--- config.mk ---
export PLATFORM = sky130hd
export DESIGN_NAME = caravel_io_adapter
export DESIGN_NICKNAME = d
export VERILOG_FILES = /design/src/rtl/caravel_io_pkg.sv /design/src/rtl/io_debounce.sv /design/src/rtl/caravel_io_adapter.sv
export SDC_FILE = /design/constraint.sdc
export NUM_CORES = 1
export LEC_CHECK = 0
export BUFFER_PORTS_ARGS = -buffer_cell sky130_fd_sc_hd__clkbuf_2
export CORE_AREA = 2 2 79 81
export DETAILED_ROUTE_END_ITERATION = 6
export DIE_AREA = 0 0 81 83
export GPL_TIMING_DRIVEN = 0
export SYNTH_ARGS = -nofsm -noshare
export SYNTH_HDL_FRONTEND = slang
export SYNTH_SLANG_ARGS = --single-unit
--- constraint.sdc ---
create_clock -name wb_clk_i -period 2.5 [get_ports wb_clk_i]
set_clock_uncertainty 0.1 [all_clocks]
set_input_delay 0.125 -clock wb_clk_i [delete_from_list [all_inputs] [get_ports wb_clk_i]]
set_output_delay 0.125 -clock wb_clk_i [all_outputs]
set_load 0.005 [all_outputs]
--- src/rtl/caravel_io_pkg.sv ---
// caravel_io_pkg: shared types and helpers for the Caravel IO adapter.
//   adapter_state_e : bring-up FSM encoding (WAIT_READY / HOLD / RUN)
//   cnt_width()     : bit width needed to hold values 0..max_val
package caravel_io_pkg;

  typedef enum logic [1:0] {
    WAIT_READY = 2'd0,
    HOLD       = 2'd1,
    RUN        = 2'd2
  } adapter_state_e;

  function automatic int cnt_width(input int max_val);
    return (max_val < 1) ? 1 : $clog2(max_val + 1);
  endfunction

endpackage

--- src/rtl/io_debounce.sv ---
// io_debounce: one button channel.
//   2-FF synchroniser on the raw active-low pad, stable-count debouncer,
//   registered press pulse that is only allowed when the core is in RUN.
//   Optional auto-repeat under `ADAPTER_AUTOREPEAT_EN.
// Ports:
//   clk, rst_n  : clock, async active-low reset
//   btn_n       : raw pad, active-low, asynchronous
//   run         : FSM is in RUN this cycle
//   run_next    : FSM will be in RUN after the coming edge
//   level       : debounced pressed state (active-high)
//   press       : one-cycle pulse per accepted press (plus repeats)
module io_debounce
  import caravel_io_pkg::*;
#(
  parameter int DEBOUNCE_CYCLES = 16,
  parameter int REPEAT_DELAY    = 256,
  parameter int REPEAT_PERIOD   = 64
) (
  input  logic clk,
  input  logic rst_n,
  input  logic btn_n,
  input  logic run,
  input  logic run_next,
  output logic level,
  output logic press
);

  localparam int DW = cnt_width(DEBOUNCE_CYCLES);

  logic          sync1, sync2;
  logic [DW-1:0] db_cnt;
  logic          raw, accept, level_d, rose;

  // Pads idle high, so the synchroniser resets to "released".
  always_ff @(posedge clk or negedge rst_n) begin
    if (!rst_n) begin
      sync1 <= 1'b1;
      sync2 <= 1'b1;
    end else begin
      sync1 <= btn_n;
      sync2 <= sync1;
    end
  end

  assign raw     = ~sync2;
  // Accept on the DEBOUNCE_CYCLES-th consecutive differing cycle; the count
  // never exceeds DEBOUNCE_CYCLES-1 so it cannot wrap.
  assign accept  = (raw != level) && (db_cnt == DW'(DEBOUNCE_CYCLES - 1));
  assign level_d = accept ? raw : level;
  assign rose    = accept & raw;

  always_ff @(posedge clk or negedge rst_n) begin
    if (!rst_n) begin
      level  <= 1'b0;
      db_cnt <= '0;
    end else begin
      level <= level_d;
      if (raw == level || accept) db_cnt <= '0;
      else                        db_cnt <= db_cnt + 1'b1;
    end
  end

`ifdef ADAPTER_AUTOREPEAT_EN
  localparam int RMAX = (REPEAT_DELAY > REPEAT_PERIOD) ? REPEAT_DELAY : REPEAT_PERIOD;
  localparam int RW   = cnt_width(RMAX);

  logic [RW-1:0] rep_cnt;
  logic          rep_first, act_cur, act_next, rep_hit;

  // A repeat window is "held and in RUN"; it restarts whenever it is entered.
  assign act_cur  = level & run;
  assign act_next = level_d & run_next;
  assign rep_hit  = act_cur & act_next &
                    ((rep_cnt + 1'b1) == (rep_first ? RW'(REPEAT_DELAY) : RW'(REPEAT_PERIOD)));

  always_ff @(posedge clk or negedge rst_n) begin
    if (!rst_n) begin
      rep_cnt   <= '0;
      rep_first <= 1'b1;
      press     <= 1'b0;
    end else begin
      press <= (rose & run_next) | rep_hit;
      if (!act_cur || !act_next) begin
        rep_cnt   <= '0;
        rep_first <= 1'b1;
      end else if (rep_hit) begin
        rep_cnt   <= '0;
        rep_first <= 1'b0;
      end else begin
        rep_cnt <= rep_cnt + 1'b1;
      end
    end
  end
`else
  localparam int unused_rep = REPEAT_DELAY + REPEAT_PERIOD;
  logic unused_run;
  assign unused_run = run;

  // Gated on the post-edge state so a press coinciding with leaving RUN is dropped.
  always_ff @(posedge clk or negedge rst_n) begin
    if (!rst_n) press <= 1'b0;
    else        press <= rose & run_next;
  end
`endif

endmodule

--- src/rtl/caravel_io_adapter.sv ---
// caravel_io_adapter: glue between Caravel pads/LA and a game core.
//   Debounces NUM_INPUTS active-low buttons, sequences core reset from the
//   LA gpio_ready handshake and the ext_reset_n pad, and holds output
//   enables off until the GPIO configuration is ready.
//   Optional per-button auto-repeat: define ADAPTER_AUTOREPEAT_EN.
// Ports:
//   wb_clk_i, reset_n        : clock, async active-low reset
//   gpio_ready, ext_reset_n  : async control inputs (synchronised here)
//   btn_n                    : raw active-low button pads
//   btn_level, btn_press     : debounced level / press pulses
//   design_reset, design_oeb : core reset (active-high) and pad oeb
//   debug_design_reset       : copy of design_reset
//   debug_gpio_ready         : synchronised gpio_ready
module caravel_io_adapter
  import caravel_io_pkg::*;
#(
  parameter int NUM_INPUTS        = 5,
  parameter int NUM_OUTPUTS       = 8,
  parameter int DEBOUNCE_CYCLES   = 16,
  parameter int RESET_HOLD_CYCLES = 8,
  parameter int REPEAT_DELAY      = 256,
  parameter int REPEAT_PERIOD     = 64
) (
  input  logic                   wb_clk_i,
  input  logic                   reset_n,
  input  logic                   gpio_ready,
  input  logic                   ext_reset_n,
  input  logic [NUM_INPUTS-1:0]  btn_n,
  output logic [NUM_INPUTS-1:0]  btn_level,
  output logic [NUM_INPUTS-1:0]  btn_press,
  output logic                   design_reset,
  output logic [NUM_OUTPUTS-1:0] design_oeb,
  output logic                   debug_design_reset,
  output logic                   debug_gpio_ready
);

  localparam int HW = cnt_width(RESET_HOLD_CYCLES);

  logic           gpio_s1, gpio_s, ext_s1, ext_s;
  adapter_state_e state, state_d;
  logic [HW-1:0]  hold_cnt, hold_d;
  logic           run_now, run_next;

  // Both controls reset to the "not ready / in reset" side.
  always_ff @(posedge wb_clk_i or negedge reset_n) begin
    if (!reset_n) begin
      gpio_s1 <= 1'b0;
      gpio_s  <= 1'b0;
      ext_s1  <= 1'b0;
      ext_s   <= 1'b0;
    end else begin
      gpio_s1 <= gpio_ready;
      gpio_s  <= gpio_s1;
      ext_s1  <= ext_reset_n;
      ext_s   <= ext_s1;
    end
  end

  always_ff @(posedge wb_clk_i or negedge reset_n) begin
    if (!reset_n) begin
      state    <= WAIT_READY;
      hold_cnt <= '0;
    end else begin
      state    <= state_d;
      hold_cnt <= hold_d;
    end
  end

  // hold_cnt counts consecutive ext_s-high cycles in HOLD; it tops out at
  // RESET_HOLD_CYCLES-1 because that is where we leave for RUN.
  always_comb begin
    state_d = state;
    hold_d  = hold_cnt;
    if (!gpio_s) begin
      state_d = WAIT_READY;
    end else begin
      case (state)
        WAIT_READY: begin
          state_d = HOLD;
          hold_d  = '0;
        end
        HOLD: begin
          if (!ext_s)                                         hold_d  = '0;
          else if (hold_cnt == HW'(RESET_HOLD_CYCLES - 1))   state_d = RUN;
          else                                                hold_d  = hold_cnt + 1'b1;
        end
        RUN: begin
          if (!ext_s) begin
            state_d = HOLD;
            hold_d  = '0;
          end
        end
        default: state_d = WAIT_READY;
      endcase
    end
  end

  assign run_now            = (state == RUN);
  assign run_next           = (state_d == RUN);
  assign design_reset       = ~run_now;
  assign debug_design_reset = ~run_now;
  assign design_oeb         = (state == WAIT_READY) ? {NUM_OUTPUTS{1'b1}} : {NUM_OUTPUTS{1'b0}};
  assign debug_gpio_ready   = gpio_s;

  for (genvar i = 0; i < NUM_INPUTS; i++) begin : g_ch
    io_debounce #(
      .DEBOUNCE_CYCLES (DEBOUNCE_CYCLES),
      .REPEAT_DELAY    (REPEAT_DELAY),
      .REPEAT_PERIOD   (REPEAT_PERIOD)
    ) u_ch (
      .clk      (wb_clk_i),
      .rst_n    (reset_n),
      .btn_n    (btn_n[i]),
      .run      (run_now),
      .run_next (run_next),
      .level    (btn_level[i]),
      .press    (btn_press[i])
    );
  end

endmodule

* Word level (Yosys, flattened, before mapping)
Cells that the tools add are included.
** Storage, ports and cells
- Register bits :: 55
- Input port bits :: 9
- Word-level logic and storage cells :: 102
** Operators by class
- $add $sub $neg :: 6
- Eq/ne operators :: 21
- Multiplexer cells :: 15
- Bitwise operators :: 16
- Reduce and logical (&&, ||, !) cells :: 13
** Operator list (count)
- $add 5x1->5 const B :: 5
- $eq 5x4->1 const B :: 5
- $mux 5 :: 5
- $mux 4 :: 3
- $pmux 4 s3 :: 1
- $and 1x1->1 :: 10
- $mux 2 :: 4
- $mux 8 :: 1
- $not 1->1 :: 6
- $pmux 2 s3 :: 1
- $eq 1x1->1 :: 5
- $logic_and 1x1->1 :: 5
- $logic_or 1x1->1 :: 5
- $ne 1x1->1 :: 5
- $add 4x1->4 const B :: 1
- $eq 2x2->1 const B :: 2
- $eq 4x3->1 const B :: 1
- $reduce_and 4->1 :: 1
- $ne 3x3->1 const B :: 1
- $reduce_bool 3->1 :: 1
- $eq 2x1->1 const B :: 1
- $logic_not 2->1 :: 1
- $ne 2x2->1 const B :: 1

* Longest topological paths before layout
Gate-level depths: netlist of run 1.
- Word-level depth :: 7
- Depth in mapped cells :: 5
- Gate-level depth less buffers :: 5

* Modules after synthesis
Synthesis of run 1 repeated with hierarchy kept, for this count alone.
** Unflattened totals
- Cell total of the unflattened synthesis :: 188
- Area, all modules :: 2324.7 um2
** By module, submodules not included
- io_debounce :: instances 5, cells an instance 28, area each 364.1 um2, seq. area each 227.7 um2
- caravel_io_adapter :: instances 1, cells an instance 48, area each 504.2 um2, seq. area each 250.2 um2

* Worst setup path before layout of run 1
Ideal clock, no wire load.
- Path type :: reg2reg
- Start :: register g_ch[3].u_ch.db_cnt[0]
- End :: register g_ch[3].u_ch.db_cnt[2]
- Library setup time :: 0.072 ns
- Data arrival time :: 1.235 ns
- Slack :: 1.094 ns
- Stages on the path, launching flop included :: 6
- Path through :: dfrtp_1 ha_1 and3_1 ha_1 nand2b_1 nor2_1
** Between the ends
- Word-level cells in the longest chain between the ends :: 4
- Elaborated cells between the ends (all ways) :: 5
** RTL lines
- start, declared :: line io_debounce.sv:31 : logic [DW-1:0] db_cnt;
- start signal, assigned :: line io_debounce.sv:59 : else db_cnt <= db_cnt + 1'b1;
- parallel branches: the longest is 3 deep, another holds $add 5x1->5
- $mux 5 (*) :: line io_debounce.sv:58 : if (raw == level || accept) db_cnt <= '0;
Every way passes the cells marked *.
A chain may end at the register's enable or synchronous reset.

* Worst setup path after layout of run 1
- Start :: register state[1]
- End :: output design_oeb[1]
** Between the ends
- Word-level cells in the longest chain between the ends :: 2
** RTL lines
- start, declared :: line caravel_io_adapter.sv:40 : adapter_state_e state, state_d;
- start signal, assigned :: line caravel_io_adapter.sv:64 : state <= state_d;
- $logic_not 2->1 :: line caravel_io_adapter.sv:102 : assign design_oeb = (state == WAIT_READY) ? {NUM_OUTPUTS{1'b1}} : {NUM_OUTPUTS{1'b0}};
- $mux 8 :: line caravel_io_adapter.sv:102
- end, declared :: line caravel_io_adapter.sv:32 : output logic [NUM_OUTPUTS-1:0] design_oeb,
Every way passes these cells.

==> flow_metrics.tcl, run 1 <==
set metrics [dict create \
    core_um2 5820 \
    slew_viol_final 0 \
    start_util 0.396 \
    cts_num_sinks 55 \
    tns_ns 0 \
    worstSetupPathType "reg2out" \
    area_delta_synth_final_pct 18.7 \
    grt-busiest-layer "met2" \
    critPathCaptureType "output pin" \
    whs_endpoint "ext_s" \
    status "finished clean" \
    rsz0062_at_grt "false" \
    ant_nets 0 \
    min_period_ns 1.65 \
    r2r-start "g_ch[1].u_ch.db_cnt[0]" \
    cp_num_buf_inv 2 \
    clk_pin_slew_ns 0.09 \
    synth_warnings 0 \
    place_ws_ns 0.960 \
    hold_depth 0 \
    setup_ws_ns 0.847 \
    synthCells 191 \
    grt.overflow.total 0 \
    placed_area_um2 2540 \
    wl_per_cell_um 10.3 \
    worstMarginPinSlew_ns 0.623 \
    cp.arrival_ns 1.43 \
    rr_endpoint "g_ch[1].u_ch.db_cnt[3]" \
    io_buffers 29 \
    grt_pass1_wl_um 5930 \
    antenna_found_initial 0 \
    hold_viol 0 \
    place_hpwl_um 2240 \
    rows 28 \
    slew-limit-headroom 0.585 \
    fp.dieH_um 83 \
    setup_viol 0 \
    synthDistinctLibCells 25 \
    ys_ff_latch 55 \
    ctsLongestPathBuffers 2 \
    critPathTopFamily "flip-flops" \
    grt.total_usage 0.114 \
    final_common_cell "dfrtp_1" \
    grt_pass1_vias 1379 \
    crit_required_ns 2.28 \
    gp_congestion 0.718 \
    drtIter0Drc 75 \
    grtUsageMet1 0.144 \
    clock_latency_ns 0.30 \
    die-area_um2 6720 \
    fin_crit_sh 0.661 \
    cp_max_fo 8 \
    vias_per_cell 4.42 \
    vdd_drop_max_uv 322 \
    drtPass1Iterations 3 \
    routed_wl_um 3200 \
    diodes 0 \
    met3_usage 0.0370 \
    startpoint_type "flop" \
    drive_gt1_frac 0.308 \
    syn_nets 211 \
    synth_area_um2 2300 \
    cts_resized 0 \
    die_w_um 81 \
    crit_chain "nor2_1, buf_4, clkbuf_2" \
    clock-root-buffer "clkbuf_8" \
    cts_htree_levels 2 \
    ys_seq_area_frac 0.603 \
    cts_tree "yes" \
    met2_usage 0.175 \
    cp_slowest_cell "dfrtp_1" \
    final_nets 256 \
    power.leakage_nw 1.33 \
    design_area_um2 2730 \
    max_stage_delay_ns 0.43 \
    grt_max_degree 56 \
    cts_buffers 5 \
    remaining_drc_errors 0 \
    reg2reg_slack_ns 0.97 \
    synth_area_per_cell_um2 12.1 \
    min_from "ext_s1" \
    r2r_cells 5 \
    final_cell_mix "dfrtp_1 (45), clkbuf_2 (28), nor2_1 (27)" \
    vias 1379 \
    boundaryPins 30 \
    hp-class "reg2reg" \
    max_cap_viol_count 0 \
    max_freq_mhz 605 \
    crit_start "state[1]" \
    power_per_cell_area_nw_per_um2 567 \
]
==> registers in the layout (all words and copies together) (netlist names) <==
name	count
g_ch.u_ch.sync2	5
g_ch.u_ch.sync1	5
hold_cnt	4
g_ch.u_ch.level	5
g_ch.u_ch.press	5
g_ch.u_ch.db_cnt	25
state	2
debug_gpio_ready	1
gpio_s1	1
ext_s	1
ext_s1	1
==> cell type report <==
cell class | count | area [µm²]
timing repair buffer | 38 | 245
clock buffer | 7 | 86.3
clock inverter | 1 | 5.00
sequential | 55 | 1390
inverter | 16 | 60.1
buffer | 18 | 135
fill | 567 | 3080
multi-input combinational | 102 | 718
tap | 75 | 93.8
==> logic make-up (layout without fill, tap and decap cells) <==
family	count (synthesis)	after routing	synth area share
DFF	55	55	0.603
adders and majority gates	11	11	0.0598
xor gates and xnor gates	15	15	0.0571
muxes	2	2	0.00924
and+or+nand+nor	62	62	0.151
buffers and inverters	34	80	0.0848
AOI/OAI and AO/OA	12	12	0.0353
==> Yosys cell counts, drive strengths merged <==
master  count  area share
a22o        3       0.011
and3        7       0.021
and3b       1      0.0038
buf        18       0.059
dfrtp      45        0.49
dfstp      10        0.11
ha         11       0.060
inv        16       0.026
mux2        1      0.0049
mux2i       1      0.0043
nand2       3      0.0049
nand2b     12       0.033
nand3       5       0.011
nand3b      1      0.0033
nor2       27       0.044
nor2b       1      0.0027
nor4        5       0.027
o211ai      1      0.0033
o21a        1      0.0038
o21ai       6       0.013
o311ai      1      0.0038
xnor2      10       0.038
xor2        5       0.019
==> layer usage <==
metal	vias up	wire length [µm]	part of all wire
met4	0	71	0.022
met1	656	1470	0.46
li1	689	-	-
met5	-	0	0
met3	7	170	0.053
met2	27	1490	0.46
==> worst reg2reg max path: cells and delay by family, from the launching register on <==
family	cells	cell delay, ns
flip-flops	1	0.40
adder cells (fa/ha/maj)	2	0.42
AND/OR/NAND/NOR	3	0.55
==> worst max path at each step <==
stage                        endpoint  slack [ns]  depth (start not counted)
2_1_floorplan  g_ch[3].u_ch.db_cnt[2]        1.09                          5
3_3_place_gp   g_ch[3].u_ch.db_cnt[3]        0.97                          5
3_5_place_dp   g_ch[1].u_ch.db_cnt[3]        0.96                          5
4_1_cts                 design_oeb[1]        0.79                          3
5_1_grt                 design_oeb[1]        0.69                          3
6_report                design_oeb[1]        0.85                          3
==> stage by stage <==
| stage | hold slack, ns | util | power [W] | std cells |
|---|---|---|---|---|
| after global placement | 0.112 | 0.437 | 0.00107 | 295 |
| after CTS | 0.0531 | 0.465 | 0.00158 | 310 |
| after global routing | 0.267 | 0.470 | 0.00164 | 312 |
| after detailed placement | 0.114 | 0.437 | 0.00107 | 295 |
| after floorplan | -0.271 | - | 0.00103 | 191 |
| final | 0.257 | 0.470 | 0.00155 | 312 |
==> what timing repair did <==
| item | CTS | global route |
|---|---|---|
| setup buffers | 0 | 0 |
| hold buffers | 7 | 1 |
| endpoints found under the setup margin | 0 | 0 |
| hold endpoints to repair | 7 | 25 |
==> power breakdown <==
| group | internal [W] | switching (W) | total [W] |
|---|---|---|---|
| registers | 0.000930 | 0.0000224 | 0.000952 |
| clock network | 0.000224 | 0.000262 | 0.000486 |
| logic | 0.0000561 | 0.0000551 | 0.000111 |
Power figures use the tool's default switching activity.
==> run 2: changes to the inputs <==
==> constraint.sdc (replaced) <==
create_clock -name wb_clk_i -period 1.35 [get_ports wb_clk_i]
set_clock_uncertainty 0.1 [all_clocks]
set_input_delay 0.0675 -clock wb_clk_i [delete_from_list [all_inputs] [get_ports wb_clk_i]]
set_output_delay 0.0675 -clock wb_clk_i [all_outputs]
set_load 0.005 [all_outputs]
==> run 2 against run 1 <==
Sequential cell count stayed put. Wire length grew 13%. Cell area is 19% higher. Non-clock buffer count grew 21. Power up 89%. Sequential power is 85% higher. The run now ends with setup timing left. Critical path depth increased by 2. Sequential share of layout area is 7.9 points lower. First-iteration DRC count shrank 4.0%. Combinational power rose to 3.0 times the previous value. Clock power up 73%. Utilization grew 8.8 points. Largest cell class unchanged.
==> flow_metrics.tcl, run 2 (same netlist as run 1, synthesis figures left out) <==
set metrics [dict create \
    core_um2 5820 \
    vias_per_cell 4.40 \
    grt_max_degree 56 \
    clock_latency_ns 0.30 \
    rsz0062_at_grt "true" \
    p_sw_frac 0.226 \
    clock-root-buffer "clkbuf_8" \
    start_util 0.396 \
    rows 28 \
    drive_gt1_frac 0.558 \
    hold_viol 0 \
    startpoint_type "flop" \
    max_cap_viol_count 0 \
    clk_pin_slew_ns 0.09 \
    tns_ns -0.435 \
    final_nets 277 \
    grt.total_usage 0.124 \
    p_clk_frac 0.286 \
    power_per_cell_area_nw_per_um2 905 \
    reg2reg_slack_ns -0.09 \
    seq_power_share 0.601 \
    ctsLongestPathBuffers 2 \
    slew_viol_final 0 \
    setup_ws_ns -0.0925 \
    largest-register "g_ch.u_ch.db_cnt" \
    largest_reg_flops 25 \
    routed_wl_um 3630 \
    drtIter0Drc 72 \
    place_ws_ns -0.145 \
    vias 1464 \
    intPower_w 0.00227 \
    worstSetupPathType "reg2reg" \
    fp.dieH_um 83 \
    violations "setup timing" \
    power.leakage_nw 1.46 \
    final_common_cell "dfrtp_1" \
    diodes 0 \
    remaining_drc_errors 0 \
    die-area_um2 6720 \
    cts_buffers 5 \
    drtPass1Iterations 2 \
    p_total_w 0.00293 \
    wl_per_cell_um 10.9 \
    cts_tree "yes" \
    fin_crit_sh 1.07 \
    antenna_found_initial 0 \
    cp.arrival_ns 1.53 \
    multi_input_area_um2 1000 \
    cp_max_fo 4 \
    setup_viol 13 \
    ant_nets 0 \
    hp-class "in2async" \
    n_fill_cell 520 \
    grt_pass1_vias 1515 \
    regArea_um2 1390 \
    grt_pass1_wl_um 6540 \
    place_hpwl_um 2290 \
    cts_htree_levels 2 \
    status "finished with violations" \
    area_delta_synth_final_pct 40.8 \
    cts_num_sinks 55 \
    vdd_drop_max_uv 636 \
    worstMarginPinSlew_ns 0.425 \
    switchingPower_w 0.000663 \
    crit_required_ns 1.44 \
    critPathCaptureType "flop" \
    comb_power_share 0.112 \
    placed_cells 295 \
    boundaryPins 30 \
    grt.overflow.total 0 \
    fin_util 0.557 \
    die_w_um 81 \
    max_freq_mhz 693 \
    final_cell_mix "dfrtp_1 (43), buf_4 (31), clkbuf_2 (21)" \
    io_buffers 29 \
    slew-limit-headroom 0.716 \
    fin_cells 333 \
    gp_congestion 0.770 \
    min_period_ns 1.44 \
]
-- run 2: cell count changes in the layout (fill, tap and decap cells not counted), moves of 11 or more --
cell | previous run | this run
buf_4 | 18 | 31
buf_6 | 0 | 15
ha_1 | 11 | 0
nor2_1 | 27 | 5
nor2_2 | 0 | 17
-- run 2: power groups by stage --
stage               registers [W]  clock network (W)  logic (W)
floorplan                 0.00179                  0   0.000123
finish                    0.00176           0.000840   0.000329
detailed placement        0.00180                  0   0.000198
CTS                       0.00176           0.000898   0.000278
global route              0.00177           0.000973   0.000376
global placement          0.00179                  0   0.000194
-- run 2: layout make-up --
type                    count  area share
well taps                  75      0.0289
multi-input cells         102       0.310
repair buffers             59       0.139
inverters                  16      0.0185
clock buffers               7      0.0235
clock inverters             1     0.00154
flip-flops and latches     55       0.429
plain buffers              18      0.0498
-- run 2: per-layer routing --
metal,GRT usage,up-vias,wire length (µm)
li1,-,731,-
met1,0.160,705,1580
met2,0.201,26,1890
met3,0.0370,2,145
met4,0.0370,0,18
met5,0,-,0
-- run 2: worst max-delay path, cell delays in order, from the launching register on --
cell and delay, ns:
dfrtp_1 0.39, ha_2 0.19, nand3b_1 0.14, o211ai_1 0.10, buf_4 0.16, mux2_4 0.25
-- run 2: path summary, 6_finish.rpt --
path / cells after the start / to / startpoint
worst min-delay path: 2 / g_ch[4].u_ch.db_cnt[0] / reset_n
min in group wb_clk_i: 0 / debug_gpio_ready / gpio_s1
worst min register to register: 0 / debug_gpio_ready / gpio_s1
worst max-delay path: 5 / hold_cnt[0] / hold_cnt[1]
worst max register to register: 5 / hold_cnt[0] / hold_cnt[1]
max in group asynchronous: 3 / g_ch[2].u_ch.sync2 / reset_n
-- run 2: metrics by stage --
stage	cell area [µm²]	hold WS [ns]
2_1_floorplan	2350	-0.328
3_3_place_gp	2590	0.0553
3_5_place_dp	2590	0.0563
4_1_cts	3000	0.00776
5_1_grt	3240	0.108
6_report	3240	0.0999
-- run 2: timing repair --
item | CTS | global route
hold endpoints to repair | 7 | 46
hold buffers | 7 | 1
endpoints found under the setup margin | 49 | 48
gates resized for setup | 33 | 38
setup buffers | 14 | 7
pin swaps | 21 | 13
